## src/rtl/cache_axi_bridge.sv

```systemverilog
// cache_axi_bridge: icache/dcache request ports to a single AXI4 master with one read and one write in flight
module cache_axi_bridge #(
  parameter int LINE_BEATS = 4
) (
  input  logic         clk,
  input  logic         reset,
  input  logic         ic_rd_req,
  input  logic [2:0]   ic_rd_type,
  input  logic [31:0]  ic_rd_addr,
  output logic         ic_rd_rdy,
  output logic         ic_ret_valid,
  output logic         ic_ret_last,
  output logic [31:0]  ic_ret_data,
  input  logic         dc_rd_req,
  input  logic [2:0]   dc_rd_type,
  input  logic [31:0]  dc_rd_addr,
  output logic         dc_rd_rdy,
  output logic         dc_ret_valid,
  output logic         dc_ret_last,
  output logic [31:0]  dc_ret_data,
  input  logic         dc_wr_req,
  input  logic [2:0]   dc_wr_type,
  input  logic [31:0]  dc_wr_addr,
  input  logic [3:0]   dc_wr_wstrb,
  input  logic [127:0] dc_wr_data,
  output logic         dc_wr_rdy,
  output logic [3:0]   arid,
  output logic [31:0]  araddr,
  output logic [7:0]   arlen,
  output logic [2:0]   arsize,
  output logic [1:0]   arburst,
  output logic         arvalid,
  input  logic         arready,
  input  logic [3:0]   rid,
  input  logic [31:0]  rdata,
  input  logic [1:0]   rresp,
  input  logic         rlast,
  input  logic         rvalid,
  output logic         rready,
  output logic [3:0]   awid,
  output logic [31:0]  awaddr,
  output logic [7:0]   awlen,
  output logic [2:0]   awsize,
  output logic [1:0]   awburst,
  output logic         awvalid,
  input  logic         awready,
  output logic [31:0]  wdata,
  output logic [3:0]   wstrb,
  output logic         wlast,
  output logic         wvalid,
  input  logic         wready,
  input  logic [3:0]   bid,
  input  logic [1:0]   bresp,
  input  logic         bvalid,
  output logic         bready
);
  typedef enum logic [1:0] {R_IDLE, R_AR, R_DATA} r_state_t;
  typedef enum logic [1:0] {W_IDLE, W_SEND, W_RESP} w_state_t;
  r_state_t r_state, r_next;
  w_state_t w_state, w_next;
  logic [31:0]  r_addr, w_addr;
  logic [2:0]   r_type, w_type;
  logic         r_owner, aw_done, w_done, raw, aw_fire, w_fire;
  logic [3:0]   w_strb;
  logic [127:0] w_data;
  logic [1:0]   cnt;
  logic         unused_resp;
  assign unused_resp  = ^{rid, rresp, bid, bresp};
  assign raw          = (w_state != W_IDLE) && (dc_rd_addr[31:4] == w_addr[31:4]);
  assign dc_rd_rdy    = !reset && r_state == R_IDLE && dc_rd_req && !raw;
  assign ic_rd_rdy    = !reset && r_state == R_IDLE && ic_rd_req && !dc_rd_rdy;
  assign arid         = {3'b000, r_owner};
  assign araddr       = r_addr;
  assign arlen        = r_type == 3'b100 ? 8'(LINE_BEATS - 1) : 8'd0;
  assign arsize       = r_type[2] ? 3'd2 : {1'b0, r_type[1:0]};
  assign arburst      = 2'b01;
  assign arvalid      = !reset && r_state == R_AR;
  assign rready       = !reset && r_state == R_DATA;
  assign ic_ret_valid = rready && rvalid && !r_owner;
  assign dc_ret_valid = rready && rvalid && r_owner;
  assign ic_ret_last  = ic_ret_valid && rlast;
  assign dc_ret_last  = dc_ret_valid && rlast;
  assign ic_ret_data  = rdata;
  assign dc_ret_data  = rdata;
  assign dc_wr_rdy    = !reset && w_state == W_IDLE;
  assign awid         = 4'd1;
  assign awaddr       = w_addr;
  assign awlen        = w_type == 3'b100 ? 8'(LINE_BEATS - 1) : 8'd0;
  assign awsize       = w_type[2] ? 3'd2 : {1'b0, w_type[1:0]};
  assign awburst      = 2'b01;
  assign awvalid      = !reset && w_state == W_SEND && !aw_done;
  assign wvalid       = !reset && w_state == W_SEND && !w_done;
  assign wdata        = w_data[32*cnt +: 32];
  assign wstrb        = w_type == 3'b100 ? 4'hf : w_strb;
  assign wlast        = cnt == awlen[1:0];
  assign bready       = !reset && w_state == W_RESP;
  assign aw_fire      = awvalid && awready;
  assign w_fire       = wvalid && wready;
  // next-state logic for both channel FSMs
  always_comb begin
    r_next = r_state == R_IDLE ? ((dc_rd_rdy || ic_rd_rdy) ? R_AR : R_IDLE)
           : r_state == R_AR   ? (arready ? R_DATA : R_AR)
           : (rvalid && rlast) ? R_IDLE : R_DATA;
    w_next = w_state == W_IDLE ? (dc_wr_req ? W_SEND : W_IDLE)
           : w_state == W_SEND ? (((aw_done || aw_fire) && (w_done || (w_fire && wlast))) ? W_RESP : W_SEND)
           : bvalid ? W_IDLE : W_RESP;
  end
  // read request latch, dcache wins when both are accepted-eligible
  always_ff @(posedge clk) begin
    if (reset) begin
      r_state <= R_IDLE;
      r_addr  <= '0;
      r_type  <= '0;
      r_owner <= 1'b0;
    end else begin
      r_state <= r_next;
      if (dc_rd_rdy || ic_rd_rdy) begin
        r_addr  <= dc_rd_rdy ? dc_rd_addr : ic_rd_addr;
        r_type  <= dc_rd_rdy ? dc_rd_type : ic_rd_type;
        r_owner <= dc_rd_rdy;
      end
    end
  end
  // write buffer and per-channel completion tracking
  always_ff @(posedge clk) begin
    if (reset) begin
      w_state <= W_IDLE;
      w_addr  <= '0;
      w_type  <= '0;
      w_strb  <= '0;
      w_data  <= '0;
      cnt     <= '0;
      aw_done <= 1'b0;
      w_done  <= 1'b0;
    end else begin
      w_state <= w_next;
      if (dc_wr_rdy && dc_wr_req) begin
        w_addr  <= dc_wr_addr;
        w_type  <= dc_wr_type;
        w_strb  <= dc_wr_wstrb;
        w_data  <= dc_wr_data;
        cnt     <= '0;
        aw_done <= 1'b0;
        w_done  <= 1'b0;
      end else begin
        if (aw_fire) aw_done <= 1'b1;
        if (w_fire) cnt <= cnt + 2'd1;
        if (w_fire && wlast) w_done <= 1'b1;
      end
    end
  end
endmodule

```

## config.mk

```make
export PLATFORM = sky130hd
export DESIGN_NAME = cache_axi_bridge
export DESIGN_NICKNAME = d
export VERILOG_FILES = /design/src/rtl/cache_axi_bridge.sv
export SDC_FILE = /design/constraint.sdc
export NUM_CORES = 1
export LEC_CHECK = 0
export BUFFER_PORTS_ARGS = -buffer_cell sky130_fd_sc_hd__buf_2
export CAP_MARGIN = 15
export CELL_PAD_IN_SITES_DETAIL_PLACEMENT = 0
export CELL_PAD_IN_SITES_GLOBAL_PLACEMENT = 1
export CORE_AREA = 3 3 194 196
export CTS_CLUSTER_DIAMETER = 80
export CTS_CLUSTER_SIZE = 16
export DETAILED_ROUTE_END_ITERATION = 10
export DIE_AREA = 0 0 197 199
export GPL_ROUTABILITY_DRIVEN = 0
export MAX_ROUTING_LAYER = met4
export PLACE_DENSITY_LB_ADDON = 0.25
export SYNTH_ARGS = -nofsm -noshare
export SYNTH_HDL_FRONTEND = slang
export SYNTH_SLANG_ARGS = --single-unit
```

## constraint.sdc

```tcl
create_clock -name clk -period 2.1 [get_ports clk]
set_input_delay 0.42 -clock clk [delete_from_list [all_inputs] [get_ports clk]]
set_output_delay 0.42 -clock clk [all_outputs]
set_load 0.01 [all_outputs]
```

==> results of run 1 <==
==> registers in the layout, summed over array words and instances (netlist names) <==
signal and count:
w_state 2, aw_done 1, w_done 1, w_strb 4, w_type 3, r_state 2, cnt 2, r_owner 1
awaddr 32, araddr 32, w_data 128, r_type 3
==> metal layers <==
| metal | track usage, % | share of wire [%] | wire length [microns] |
|---|---|---|---|
| met5 | - | 0 | 0 |
| met4 | 4.01 | 2.4 | 892 |
| met3 | 5.42 | 8.2 | 3000 |
| met2 | 30.7 | 48 | 17400 |
| met1 | 21.3 | 42 | 15300 |
==> cell families (layout without fill, tap and decap cells) <==
group / after synthesis / after routing / synth area share (%)
other: 2 / 39 / 0.0740
DFF: 211 / 211 / 41.6
and+or+nand+nor: 385 / 385 / 15.7
muxes: 68 / 68 / 10.6
xor gates and xnor gates: 30 / 30 / 2.59
buffers and inverters: 197 / 459 / 11.1
AOI/OAI and AO/OA: 250 / 250 / 18.3
==> critical path, cell delays in order (launching register included) <==
cell,delay [ps]
dfxtp_1,410
xnor2_1,150
nand4_1,150
nor4_4,300
a21o_1,190
inv_2,70
nor2_4,110
buf_6,110
==> stage by stage <==
step           setup slack, ps  area, sq um
4_1_cts                   -373        13100
3_3_place_gp              -298        12200
5_1_grt                   -440        13300
3_5_place_dp              -248        12200
6_report                  -328        13300
2_1_floorplan            -67.5        10300
==> what timing repair did <==
| action | 4_1_cts | 5_1_grt |
|---|---|---|
| hold buffers | 0 | 0 |
| pin swaps | 17 | 4 |
| setup endpoints to repair | 74 | 73 |
| setup buffers | 10 | 5 |
| resized for setup | 65 | 32 |
| cloned | 3 | 0 |
==> worst paths after layout <==
path	slack [ps]	depth (start not counted)	end	startpoint
hold / removal	80	3	w_strb[0]	dc_wr_wstrb[0]
setup / recovery	-330	7	ic_rd_rdy	awaddr[8]
hold reg to reg	490	2	w_data[79]	w_data[79]
setup reg to reg	150	6	araddr[7]	awaddr[8]
==> power groups by stage <==
stage                     sequential, W  combinational (W)  clock [W]
after floorplan                 0.00462            0.00112          0
after global placement          0.00463            0.00184          0
after detailed placement        0.00463            0.00185          0
after CTS                       0.00455            0.00196    0.00360
after global routing            0.00459            0.00215    0.00371
final                           0.00455            0.00196    0.00343
==> final cells by class <==
type                    count  area, sq um
flip-flops and latches    211         4270
fillers                  3823        23000
repair buffers            432         2790
inverters                   2         12.5
multi-input cells         758         5010
clock inverters             6          101
diodes                     14         35.0
clock buffers              19          454
well taps                 468          586
==> layout by cell type (no fill, tap or decap), types with 2 or more instances in the layout <==
cell,n
a211oi_1,71
a21oi_1,5
and3_1,2
buf_12,19
buf_16,2
buf_2,339
buf_4,40
buf_6,32
bufinv_16,2
clkbuf_16,18
conb_1,25
dfxtp_1,192
dfxtp_2,12
dfxtp_4,7
diode_2,14
inv_6,2
mux2i_1,35
mux4_2,32
nand2_1,340
nand3_1,2
nand4_1,6
nor2_4,2
nor2b_1,3
nor3_1,5
nor3b_1,3
nor4_4,2
o211ai_1,167
o21ai_0,2
or2_2,7
xnor2_1,19
xnor2_2,9
xor2_1,2
==> summary.md, run 1 <==
| Metric | Value |
|---|---|
| Status | finished, violations left |
| Failing checks | setup timing |
| Yosys warns | 0 |
| Iteration count of the initial detailed-routing pass | 4 |
| Via count | 9,212 |
| Tightest Pin Transition | 744 ps |
| CP Class | flop to primary output |
| Worst slew margin | 50.4% |
| Endpoint type of the worst setup path | primary output |
| Row count | 70 |
| HP Class | input port to flop |
| Vias in the first global route | 9,298 |
| Largest net degree at the start of global routing | 117 |
| Fin. Hold Viols | 0 |
| Main synth FF type | dfxtp_1 |
| I/O pin count | 503 |
| Total GRT Usage | 18.1% |
| Hpwl dp | 25.9 mm |
| Core footprint | 0.0363 sq mm |
| Clock root buffer | clkbuf_16 |
| DR iter-0 viols | 284 |
| EDFF count, synth | 0 |
| Top cells by instance count after synthesis | nand2_1, dfxtp_1, o211ai_1 |
| First-pass GRT wire length | 54.8 mm |
| Die X | 197 microns |
| Clock Power Share | 34.5% |
| DRC errors left | 0 |
| Grt total ovfl | 0 |
| Setup WS post-layout | -328 ps |
| Combinational share of power | 19.7% |
| Finish-stage setup viols | 34 |
| Cell Area, Synth | 0.0102 sq mm |
| Clock Latency Late Sink | 520 ps |
| Dpl cells | 1,859 |
| Synthesized area per cell | 8.88 sq um |
| DIE AREA | 0.0392 sq mm |
| Library cells used by synthesis | 38 |
| Fin crit share | 116% |
| Share of cells above drive strength 1 | 37.7% |
| Worst path required time | 1680 ps |
| Register share of total power | 45.7% |
| Peak VDD IR | 451 uV |
| Post-synthesis cell type with the largest combined area | dfxtp_1 |
| Max Root-Sink Buffers | 3 |
| Post-Layout Cell Count | 1,910 |
| Synth top area share | 41.6% |
| Worst clock skew | 22.8 ps |
| Worst endpoint data arrival time | 2010 ps |
| Pint | 0.00707 W |
| CTS H-tree lvls | 1 |
| CTS tree | built |
| Die height | 199 microns |
| Leakage | 6.32 nW |
| Clock transition at path regs | 80 ps |
| #FFs+latches synth | 211 |
| # Max-Cap Violations | 0 |
| CTS buffer count | 18 |
| Asr flop ratio synth | 0% |
| Setup Total Neg Slack | -4950 ps |
| Fin nets | 1,715 |
| Sw Ratio | 29.0% |
| Wire per inst | 19.2 microns |
| Synth-to-Final Area Change | 30.6% |
| TritonCTS Sinks | 211 |
| WHS | 81.7 ps |
| CP max FO | 3 |
| Sw Pwr | 0.00288 W |
| Crit start category | flop |
| Sequential-to-total area share from yosys stat | 41.6% |
| Antenna violation net count after detailed routing | 0 |
| Unrepaired setup endpoints after global routing | true |
| Max Slew Vio Count | 0 |
| Max Fclk | 0.412 GHz |
| Initial antenna violation count | 14 |
| Number of port buffers | 369 |
| Initial Util | 28.0% |
| Mapped Cells | 1,143 |
| Min Tclk post-route | 2430 ps |
| Final core occ | 36.6% |
| Power Dens Cells | 750 mW/mm^2 |
| Top-count cell post-synth | nand2_1 |
| Total power draw | 0.00995 W |
| Dominant cells by area after synthesis | dfxtp_1, nand2_1, o211ai_1 |
| Average via count per standard cell | 4.82 |
| Total wire length | 36.6 mm |
Power figures use the tool's default switching activity.
==> run 2, diff against run 1 <==
PLACE_DENSITY = 0.72   (was unset)
PLACE_DENSITY_LB_ADDON = unset   (was 0.25)
==> summary.md, run 2 (synthesis results as in run 1) <==
| Metric | Value |
|---|---|
| Most Used Layer, Global Route | met2 |
| Min Tclk post-route | 2400 ps |
| Endpoint type of the worst setup path | primary output |
| Vias in the first global route | 9,210 |
| Clock Latency Late Sink | 500 ps |
| CTS buffer count | 17 |
| CP max FO | 3 |
| Max Slew Vio Count | 0 |
| Hpwl dp | 25.7 mm |
| Power Dens Cells | 732 mW/mm^2 |
| Synth-to-Final Area Change | 31.7% |
| # Max-Cap Violations | 0 |
| Hold path depth | 3 |
| Top reg by flops | w_data |
| WHS | 95.2 ps |
| DR iter-0 viols | 428 |
| Worst path required time | 1680 ps |
| CP Class | flop to primary output |
| Grt total ovfl | 0 |
| Unrepaired setup endpoints after global routing | true |
| Finish-stage setup viols | 36 |
| I/O pin count | 503 |
| Worst slew margin | 52.3% |
| Row count | 70 |
| Tightest Pin Transition | 715 ps |
| Multi-input gate area | 0.00506 sq mm |
| HP Class | input port to flop |
| Status | finished, violations left |
| Clock transition at path regs | 70 ps |
| Initial antenna violation count | 12 |
| Average via count per standard cell | 4.86 |
| Most frequent cells in the layout | nand2_1, buf_2, dfxtp_1, o211ai_1, a211oi_1 |
| Worst clock skew | 14.9 ps |
| Met2 Use GR | 28.7% |
| Die height | 199 microns |
| CTS H-tree lvls | 1 |
| Leakage | 6.38 nW |
| CTS Hold Bufs | 0 |
| Filler cells | 3,804 |
| Fin crit share | 114% |
| DIE AREA | 0.0392 sq mm |
| Max Fclk | 0.416 GHz |
| Fin nets | 1,724 |
| Wire per inst | 18.9 microns |
| Total GRT Usage | 17.9% |
| Largest net degree at the start of global routing | 127 |
| TritonCTS Sinks | 211 |
| Max Root-Sink Buffers | 3 |
| Met3 GRT Util | 5.10% |
| Antenna violation net count after detailed routing | 0 |
| Core footprint | 0.0363 sq mm |
| Share of cells above drive strength 1 | 38.5% |
| Commonest non-fill, non-tap cell in the layout | nand2_1 |
| Clock root buffer | clkbuf_16 |
| Final core occ | 36.9% |
| Peak VDD IR | 450 uV |
| Total wire length | 36.2 mm |
| DRC errors left | 0 |
| Worst endpoint data arrival time | 1980 ps |
| Crit start category | flop |
| Setup WS post-layout | -304 ps |
| Number of port buffers | 369 |
| GRT met1 Usage | 21.9% |
| Via count | 9,316 |
| Worst r2r path cells | 8 |
| Setup slack at placement | -275 ps |
| CTS tree | built |
| Die X | 197 microns |
| Initial Util | 28.0% |
| Iteration count of the initial detailed-routing pass | 5 |
| Fin. Hold Viols | 0 |
| First-pass GRT wire length | 54.1 mm |
| Max FFs per register | 128 |
| Seq. cell area | 0.00426 sq mm |
| Failing checks | setup timing |
[run 2: worst paths after layout]
| kind | start | to | slack [ps] |
|---|---|---|---|
| max | awaddr[11] | ic_rd_rdy | -300 |
| min | dc_wr_data[115] | w_data[115] | 100 |
| max reg2reg | cnt[0] | w_state[1] | 90 |
| min reg2reg | w_data[70] | w_data[70] | 490 |
[run 2: cell type report]
type                    count  area share (%)
clock buffers              19            3.47
repair buffers            442            21.8
multi-input cells         758            37.8
clock inverters             3           0.328
inverters                   2          0.0936
diodes                     14           0.262
flip-flops and latches    211            31.9
well taps                 468            4.38
[run 2: metal layers]
layer / share of wire, % / vias up
met3: 8.4 / 51
met1: 41 / 4370
li1: - / 4519
met2: 47 / 376
met5: 0 / -
met4: 3.2 / 0
[run 2: what timing repair did]
action | CTS | global route
cloned | 3 | 0
setup endpoints to repair | 78 | 66
buffers inserted | 12 | 6
resized for setup | 68 | 38
pin swaps | 13 | 13
[run 2: stage by stage]
step / power [W] / setup TNS, ps / area (sq um) / cells
2_1_floorplan: 0.00574 / -67.5 / 10300 / 1166
3_3_place_gp: 0.00647 / -7030 / 12200 / 1864
3_5_place_dp: 0.00649 / -8700 / 12200 / 1864
4_1_cts: 0.00988 / -6900 / 13200 / 1899
5_1_grt: 0.0103 / -7780 / 13400 / 1915
6_report: 0.00979 / -5580 / 13400 / 1917
[run 2: critical path, cell delays in order, from the launching register on]
cell and delay [ps]:
dfxtp_2 360, xnor2_1 120, o21ai_1 80, buf_4 160, nor4_4 330, a21o_1 190
inv_2 60, nor2_4 80, buf_6 110
[run 2: report_power, final]
part / switching, W / internal [W] / leakage, nW
Sequential: 0.000214 / 0.00434 / 1.74
Clock: 0.00152 / 0.00170 / 0.252
Combinational: 0.00108 / 0.000940 / 4.39
